[src/rtl/ad4003_sdo_capture_if.sv]
// Handshake/data bundle between the AD4003 SDO capture block and its driver/consumer.
// The capture block takes the slave view; the master view drives the window, lanes and ready.
interface ad4003_sdo_capture_if #(
    parameter int N_CH = 2
) ();
    logic                 reader_en_sync;
    logic [N_CH-1:0]      adc_sdo;
    logic                 data_ready;
    logic [N_CH*32-1:0]   adc_data;
    logic                 data_valid;
    logic                 frame_err;
    logic                 overrun;
    logic [15:0]          sample_cnt;

    modport master (
        output reader_en_sync, adc_sdo, data_ready,
        input  adc_data, data_valid, frame_err, overrun, sample_cnt
    );

    modport slave (
        input  reader_en_sync, adc_sdo, data_ready,
        output adc_data, data_valid, frame_err, overrun, sample_cnt
    );
endinterface

[src/rtl/ad4003_sdo_capture.sv]
// Multi-lane AD4003 SDO deserializer: 18-bit frame check, valid/ready output and overrun flag.
// Define AD4003_SIGN_EXT_EN to sign-extend each sample to 32 bits; otherwise upper bits are 0.
module ad4003_sdo_capture #(
    parameter int TCQ  = 1,
    parameter int N_CH = 2
) (
    input logic                 adc_read_clk,
    input logic                 rst,
    ad4003_sdo_capture_if.slave bus
);
    localparam int unsigned FrameBits = 18;

    typedef enum logic [1:0] {StArm, StIdle, StShift} state_e;

    state_e             state_q, state_d;
    logic [4:0]         bit_cnt_q, bit_cnt_d;
    logic [17:0]        shift_q [N_CH];
    logic [17:0]        shift_d [N_CH];
    logic [N_CH*32-1:0] adc_data_q, adc_data_d;
    logic               data_valid_q, data_valid_d;
    logic               frame_err_q, frame_err_d;
    logic               overrun_q, overrun_d;
    logic [15:0]        sample_cnt_q, sample_cnt_d;
    logic               frame_end, frame_good;

    if (N_CH < 1 || N_CH > 16 || TCQ < 0) begin : g_param_check
        $error("ad4003_sdo_capture: N_CH must be 1..16 and TCQ non-negative");
    end

    always_comb begin
        state_d      = state_q;
        bit_cnt_d    = bit_cnt_q;
        shift_d      = shift_q;
        adc_data_d   = adc_data_q;
        data_valid_d = data_valid_q;
        overrun_d    = overrun_q;
        sample_cnt_d = sample_cnt_q;
        frame_end    = 1'b0;

        unique case (state_q)
            StArm: begin
                // Only arm once the window is seen closed, so a window in flight is skipped.
                if (!bus.reader_en_sync) state_d = StIdle;
            end
            StIdle: begin
                if (bus.reader_en_sync) begin
                    state_d   = StShift;
                    bit_cnt_d = 5'd1;
                    for (int k = 0; k < N_CH; k++) shift_d[k] = {17'b0, bus.adc_sdo[k]};
                end
            end
            StShift: begin
                if (bus.reader_en_sync) begin
                    for (int k = 0; k < N_CH; k++) begin
                        shift_d[k] = {shift_q[k][16:0], bus.adc_sdo[k]};
                    end
                    if (bit_cnt_q != 5'd31) bit_cnt_d = bit_cnt_q + 5'd1;
                end else begin
                    state_d   = StIdle;
                    frame_end = 1'b1;
                end
            end
            default: state_d = StArm;
        endcase

        frame_good  = frame_end && (bit_cnt_q == 5'(FrameBits));
        frame_err_d = frame_end && !frame_good;

        if (data_valid_q && bus.data_ready) data_valid_d = 1'b0;

        // A new frame wins over a same-cycle accept; overrun only if the old frame was not taken.
        if (frame_good) begin
            for (int k = 0; k < N_CH; k++) begin
`ifdef AD4003_SIGN_EXT_EN
                adc_data_d[32*k +: 32] = {{14{shift_q[k][17]}}, shift_q[k]};
`else
                adc_data_d[32*k +: 32] = {14'b0, shift_q[k]};
`endif
            end
            data_valid_d = 1'b1;
            sample_cnt_d = sample_cnt_q + 16'd1;
            if (data_valid_q && !bus.data_ready) overrun_d = 1'b1;
        end
    end

    always_ff @(posedge adc_read_clk) begin
        if (rst) begin
            state_q      <= StArm;
            bit_cnt_q    <= '0;
            for (int k = 0; k < N_CH; k++) shift_q[k] <= '0;
            adc_data_q   <= '0;
            data_valid_q <= 1'b0;
            frame_err_q  <= 1'b0;
            overrun_q    <= 1'b0;
            sample_cnt_q <= '0;
        end else begin
            state_q      <= state_d;
            bit_cnt_q    <= bit_cnt_d;
            for (int k = 0; k < N_CH; k++) shift_q[k] <= shift_d[k];
            adc_data_q   <= adc_data_d;
            data_valid_q <= data_valid_d;
            frame_err_q  <= frame_err_d;
            overrun_q    <= overrun_d;
            sample_cnt_q <= sample_cnt_d;
        end
    end

    assign bus.adc_data   = adc_data_q;
    assign bus.data_valid = data_valid_q;
    assign bus.frame_err  = frame_err_q;
    assign bus.overrun    = overrun_q;
    assign bus.sample_cnt = sample_cnt_q;
endmodule

[src/flat_wrapper.sv]
// flat-port wrapper written by rule: the top's interface ports become plain ports
module ad4003_sdo_capture_flat 
#(
    parameter int TCQ  = 1,
    parameter int N_CH = 2
)
  (adc_read_clk, rst, bus_reader_en_sync, bus_adc_sdo, bus_data_ready, bus_adc_data, bus_data_valid, bus_frame_err, bus_overrun, bus_sample_cnt);
  ad4003_sdo_capture_if #(.N_CH(N_CH)) bus_i ();
  input logic adc_read_clk;
  input logic rst;
  input wire logic [$bits(bus_i.reader_en_sync)-1:0] bus_reader_en_sync;
  input wire logic [$bits(bus_i.adc_sdo)-1:0] bus_adc_sdo;
  input wire logic [$bits(bus_i.data_ready)-1:0] bus_data_ready;
  output wire logic [$bits(bus_i.adc_data)-1:0] bus_adc_data;
  output wire logic [$bits(bus_i.data_valid)-1:0] bus_data_valid;
  output wire logic [$bits(bus_i.frame_err)-1:0] bus_frame_err;
  output wire logic [$bits(bus_i.overrun)-1:0] bus_overrun;
  output wire logic [$bits(bus_i.sample_cnt)-1:0] bus_sample_cnt;
  assign bus_i.reader_en_sync = bus_reader_en_sync;
  assign bus_i.adc_sdo = bus_adc_sdo;
  assign bus_i.data_ready = bus_data_ready;
  assign bus_adc_data = bus_i.adc_data;
  assign bus_data_valid = bus_i.data_valid;
  assign bus_frame_err = bus_i.frame_err;
  assign bus_overrun = bus_i.overrun;
  assign bus_sample_cnt = bus_i.sample_cnt;
  ad4003_sdo_capture #(.TCQ(TCQ), .N_CH(N_CH)) u_core (.adc_read_clk(adc_read_clk), .rst(rst), .bus(bus_i));
endmodule
[config.mk]
export PLATFORM = sky130hd
export DESIGN_NAME = ad4003_sdo_capture_flat
export DESIGN_NICKNAME = d
export VERILOG_FILES = /design/src/rtl/ad4003_sdo_capture_if.sv /design/src/rtl/ad4003_sdo_capture.sv /design/src/flat_wrapper.sv
export SDC_FILE = /design/constraint.sdc
export NUM_CORES = 1
export LEC_CHECK = 0
export ABC_AREA = 1
export BUFFER_PORTS_ARGS = -buffer_cell sky130_fd_sc_hd__buf_4
export CAP_MARGIN = 20
export CELL_PAD_IN_SITES_DETAIL_PLACEMENT = 1
export CELL_PAD_IN_SITES_GLOBAL_PLACEMENT = 1
export CORE_MARGIN = 2
export CORE_UTILIZATION = 41
export CTS_CLUSTER_SIZE = 20
export DETAILED_ROUTE_END_ITERATION = 10
export GPL_TIMING_DRIVEN = 0
export MAX_ROUTING_LAYER = met4
export PLACE_DENSITY_LB_ADDON = 0.15
export SLEW_MARGIN = 20
export SYNTH_ARGS = -nofsm -noshare
export SYNTH_HDL_FRONTEND = slang
export SYNTH_SLANG_ARGS = --single-unit
[constraint.sdc]
create_clock -name adc_read_clk -period 4.55 [get_ports adc_read_clk]
set_input_delay 0.2275 -clock adc_read_clk [delete_from_list [all_inputs] [get_ports adc_read_clk]]
set_output_delay 0.2275 -clock adc_read_clk [all_outputs]
set_load 0.05 [all_outputs]
# Word-level counts from Yosys, hierarchy flattened
# Cells that the tools add are included.
[classes]
add_sub_neg = 2
eq_ne = 8
n_mux = 14
reduce_logical = 14
[op_table]
columns = ["cell", "n"]
rows = [
  ["36-bit two-way mux", 2],
  ["36-bit case mux with 2 select lines", 1],
  ["16-bit by 1-bit adder with 16-bit output (second input constant)", 1],
  ["5-bit two-way mux", 3],
  ["5-bit case mux with 2 select lines", 1],
  ["2-bit != test (second input constant)", 3],
  ["5-bit by 1-bit adder with 5-bit output (second input constant)", 1],
  ["5-bit equality test (second input constant)", 1],
  ["5-bit != test (second input constant)", 1],
  ["1-bit logical AND", 4],
  ["1-bit two-way mux", 4],
  ["2-bit two-way mux", 2],
  ["2-bit case mux with 2 select lines", 1],
  ["2-bit AND reduction", 2],
  ["4-bit AND reduction", 1],
  ["2-bit nonzero test", 2],
  ["3-bit AND reduction", 1],
  ["2-bit by 1-bit equality test with 1-bit output (second input constant)", 1],
  ["2-bit equality test (second input constant)", 1],
  ["1-bit logical NOT", 2],
  ["2-bit logical NOT", 1],
  ["2-bit by 1-bit != test with 1-bit output (second input constant)", 1],
  ["2-bit OR reduction", 1],
]
[totals]
register_bits = 98
input_bits = 6
output_inout_bits = 83
elab_cells = 47

# Depth between registers and ports, before layout
[depth]
word_depth = 5
ltp_mapped = 11
depth_no_buf = 10

# Worst setup path after synthesis
# No wires, ideal clock.
[synth_timing]
path_type = "register -> register"
startpoint = "register u_core.sample_cnt_q[0] (netlist: u_core.bus.sample_cnt[0])"
endpoint = "register u_core.sample_cnt_q[12] (netlist: u_core.bus.sample_cnt[12])"
setup_ps = 110
t_arrival_ps = 1619
t_required_ps = 4440
setup_slack_ps = 2821
stages_incl_launch_ff = 9
path_buffers = 0
period_less_slack_ps = 1729
path_cell_list = "dfxtp_1 > ha_1 > nand2_1 > nor2_1 > nand2_1 > nor2_2 > nand3_1 > nand2_1 > nor2_1"
[synth_between]
elab_chain_len = 1
[synth_rtl]
columns = ["element", "line_no", "text"]
rows = [
  ["start: declaration", "ad4003_sdo_capture.sv:23", "logic [15:0] sample_cnt_q, sample_cnt_d;"],
  ["start signal: assignment", "ad4003_sdo_capture.sv:104", "sample_cnt_q <= sample_cnt_d;"],
  ["16-bit by 1-bit adder with 16-bit output", "ad4003_sdo_capture.sv:81", "sample_cnt_d = sample_cnt_q + 16'd1;"],
]
# No other way between the ends.
# A chain may end at the register's enable or synchronous reset.

# Worst setup path in the final report
[layout_timing]
startpoint = "register u_core.bit_cnt_q[1]"
endpoint = "register u_core.bit_cnt_q[0]"
[layout_between]
elab_chain_len = 3
[layout_rtl]
columns = ["element", "line_no", "text"]
rows = [
  ["start: declaration", "ad4003_sdo_capture.sv:16", "logic [4:0] bit_cnt_q, bit_cnt_d;"],
  ["start signal: assignment", "ad4003_sdo_capture.sv:98", "bit_cnt_q <= bit_cnt_d;"],
  ["5-bit != test", "ad4003_sdo_capture.sv:57", "if (bit_cnt_q != 5'd31) bit_cnt_d = bit_cnt_q + 5'd1;"],
  ["2-bit by 1-bit != test with 1-bit output (no line)", "n/a", ""],
  ["4-bit AND reduction (no line)", "n/a", ""],
]
# No other way between the ends.

==> impl_summary.txt <==
----------------------------------------------------
[Placement]
  Port Buffer Count ... 59
  Placer Congestion ... 0.8297
  Post-place instance area ... 4723 sq um
  Post-DP HPWL ... 7770 um

[Logic synthesis]
  Count of yosys warnings during synthesis ... 0
  Proportion of synthesized chip area in sequential cells ... 48.89%
  Post-synthesis simple-gate area fraction ... 26.54%
  EDFF count, synth ... 0
  Area of the mapped netlist ... 4013 sq um
  Post-synth cell types ... 24
  Dominant combinational cell family by area after synthesis ... simple AND/OR/NAND/NOR gates
  Adder and majority gate portion of the synthesized area ... 1.247%
  Area fraction of the dominant cell type after synthesis ... 48.89%
  Cell type with the highest aggregate area in the netlist ... sky130_fd_sc_hd__dfxtp_1
  Most frequent cell after synthesis ... sky130_fd_sc_hd__nand2_1
  Synthesized instance count ... 549
  Post-synthesis sequential element count ... 98
  Mux share of post-synthesis cell area ... 0%
  Post-synthesis compound-gate area fraction ... 11.66%
  Most frequent cells after synthesis ... sky130_fd_sc_hd__nand2_1 (128), sky130_fd_sc_hd__nor2_1 (107), sky130_fd_sc_hd__dfxtp_1 (98)
  Async set-reset flop share out of synthesis ... 0%
  Dominant cells by area after synthesis ... sky130_fd_sc_hd__dfxtp_1 (49%), sky130_fd_sc_hd__nand2_1 (12%), sky130_fd_sc_hd__nor2_1 (10%)
  Ys flop type ... sky130_fd_sc_hd__dfxtp_1
  Post-synthesis share of cell area spent on xor and xnor gates ... 0.4365%
  Synth Area per Inst ... 7.309 sq um

[CTS]
  Inserted Clock Buffers ... 9
  Cell at the root of the clock tree ... sky130_fd_sc_hd__clkbuf_8
  Post-CTS setup buffer count ... 0
  CTS H-Tree Depth ... 3
  Quantity of hold-fixing buffers added after cts ... 0
  Skew-Pair Late Insertion Delay ... 0.37 ns
  Buffer depth of the longest clock path ... 2
  TritonCTS sink count ... 98
  Clock tree from TritonCTS ... built
  Clock-pin slew on the worst setup and hold paths ... 0.09 ns
  Number of instances resized during post-cts repair ... 0

[Timing]
  Setup Skew ... 0.01653 ns
  Total negative slack ... 0 ns
  Setup-failing EPs final ... 0
  Worst rel slew slack ... 63.08%
  Min cycle time layout ... 1.797 ns
  Transition time at the pin with the least slew margin ... 0.5538 ns
  Highest achievable clock rate ... 0.5566 GHz
  Tcrit/Tclk final ... 39.48%
  Unrepaired setup endpoints after global routing ... no
  Number of slew-limit violations in the final report ... 0
  Fin. Hold Viols ... 0

[Power and ir drop]
  Max rail drop VDD ... 0.0001563 V
  Static leakage ... 2.041 nW
  P per Cell Area ... 316.4 nW/um^2

[Finish]
  Layout Utilization ... 51.08%
  Antenna diode instance count ... 0
  Fraction of layout cells with a size suffix above 1 ... 19.23%
  Post-synthesis to final-layout area growth ... 22.70%
  Filler Cells Inserted ... 1306
  Nets ... 656
  Combined area of the multi-input logic cells ... 1705 sq um
  Seq. cell area ... 1962 sq um
  Area of all placed cells without fillers ... 4923 sq um

[Worst setup path]
  Critical path arrival ... 2.05 ns
  Required @ worst endpoint ... 4.81 ns
  Worst setup path category ... flop to flop
  Setup slack on the worst flop-to-flop path ... 2.75 ns
  Worst Path Max Fanout ... 7
  Launching element type of the critical path ... flop
  Critical Path Sink Type ... flop

[Route]
  Count of TritonRoute iterations in the first routing pass ... 4
  Count of routing violations after the opening detailed-route iteration ... 113
  Overall routed net length ... 10430 um
  Number of remaining DRC errors ... 0
  Wire length per cell after detailed routing ... 13.32 um
  Via Count ... 3686
  DR vias/cell ... 4.708
  Final ANT Viol Nets ... 0

[Floorplan]
  Die Ht ... 102.9 um
  Area of the die ... 10590 sq um
  Placeable core region ... 9639 sq um
  Horizontal die dimension ... 102.9 um
  Starting density of the core ... 41.63%
  # rows ... 36
  Boundary Pins ... 89

[Global routing]
  Overflow left after global routing ... 0
  First-pass GRT wire length ... 16930 um
  Number of global-route vias before repair ... 3609
  Maximum number of pins on one net before global-route repair ... 17
  Number of antenna violations at the first check in global routing ... 0
  Global routing usage summed across all routing layers ... 21.19%

[Run]
  Maximum capacitance violations ... 0

[Outcome]
  Status ... complete, no violations

[Min path]
  Classification of the worst-slack hold path ... input port to flop

----------------------------------------------------
-- cell usage in the layout (no fill, tap or decap), drive strengths merged --
cell type | synthesis | layout
nor2 | 111 | 111
clkbuf | 13 | 23
ha | 4 | 4
o21a | 1 | 1
bufinv | 0 | 1
nand2 | 130 | 130
o21ai | 42 | 42
nand3 | 18 | 18
nor3 | 6 | 6
inv | 30 | 31
xor2 | 2 | 2
a21oi | 47 | 47
clkinv | 0 | 1
dfxtp | 98 | 98
conb | 1 | 28
clkinvlp | 0 | 2
buf | 41 | 100
nand4 | 2 | 2
o211ai | 1 | 1
nand3b | 1 | 1
o31ai | 1 | 1
-- cell families after synthesis --
group / after synthesis
simple gates: 268
flops: 98
compound gates: 92
buf+inv: 84
fa+ha+maj: 4
xor+xnor: 2
other cells: 1
-- metal layers --
layer / global-route usage, % / wire (um)
met2: 36.11 / 5172
met3: 3.051 / 395
met1: 25.36 / 4717
met4: 7.996 / 144
met5: - / 0
-- critical path: stages, from the launching register on --
cell	delay (ns)
sky130_fd_sc_hd__dfxtp_1	0.42
sky130_fd_sc_hd__ha_1	0.20
sky130_fd_sc_hd__inv_1	0.05
sky130_fd_sc_hd__nor3_1	0.18
sky130_fd_sc_hd__ha_1	0.20
sky130_fd_sc_hd__nand3_1	0.07
sky130_fd_sc_hd__nand3_1	0.23
sky130_fd_sc_hd__inv_1	0.13
sky130_fd_sc_hd__o21ai_0	0.17
sky130_fd_sc_hd__nor2_1	0.06
-- where the power goes --
part | internal [mW] | leakage [nW] | switching (mW)
sequential | 0.859 | 0.790 | 0.00199
combinational | 0.0307 | 1.16 | 0.0912
clock | 0.269 | 0.0950 | 0.306
-- flip-flops by register name, indices dropped and copies added, names as in the netlist --
| name | flops |
|---|---|
| u_core.bit_cnt_q | 5 |
| u_core.bus.sample_cnt | 16 |
| u_core.bus.frame_err | 1 |
| u_core.bus.data_valid | 1 |
| u_core.bus.overrun | 1 |
| u_core.shift_q | 36 |
| u_core.state_q | 2 |
| u_core.bus.adc_data | 36 |
-- layout make-up --
cell class                      instances  share of cell area [%]
Buffer                                 54                   6.785
Clock buffer                           10                   2.795
Clock inverter                          5                   1.271
Inverter                               30                   2.287
Multi-Input combinational cell        394                   34.64
Sequential cell                        98                   39.85
Tap cell                              133                   3.380
Timing Repair Buffer                   59                   8.996
-- final timing paths --
| path | cells past startpoint | from | to |
|---|---|---|---|
| max | 9 | u_core.bit_cnt_q[1] | u_core.bit_cnt_q[0] |
| min | 2 | rst | u_core.shift_q[15] |
| max reg2reg | 9 | u_core.bit_cnt_q[1] | u_core.bit_cnt_q[0] |
| min reg2reg | 2 | u_core.shift_q[17] | u_core.shift_q[17] |
-- stage by stage --
step / setup WS (ns) / hold WS [ns] / std cells / power (mW)
after floorplan: 2.821 / 0.3921 / 576 / 0.9834
after global placement: 2.829 / 0.4475 / 768 / 1.001
after detailed placement: 2.782 / 0.4590 / 768 / 1.003
after CTS: 2.749 / 0.1315 / 783 / 1.576
after global routing: 2.594 / 0.1576 / 783 / 1.617
final: 2.753 / 0.1476 / 783 / 1.558
Power figures use the tool's default switching activity.
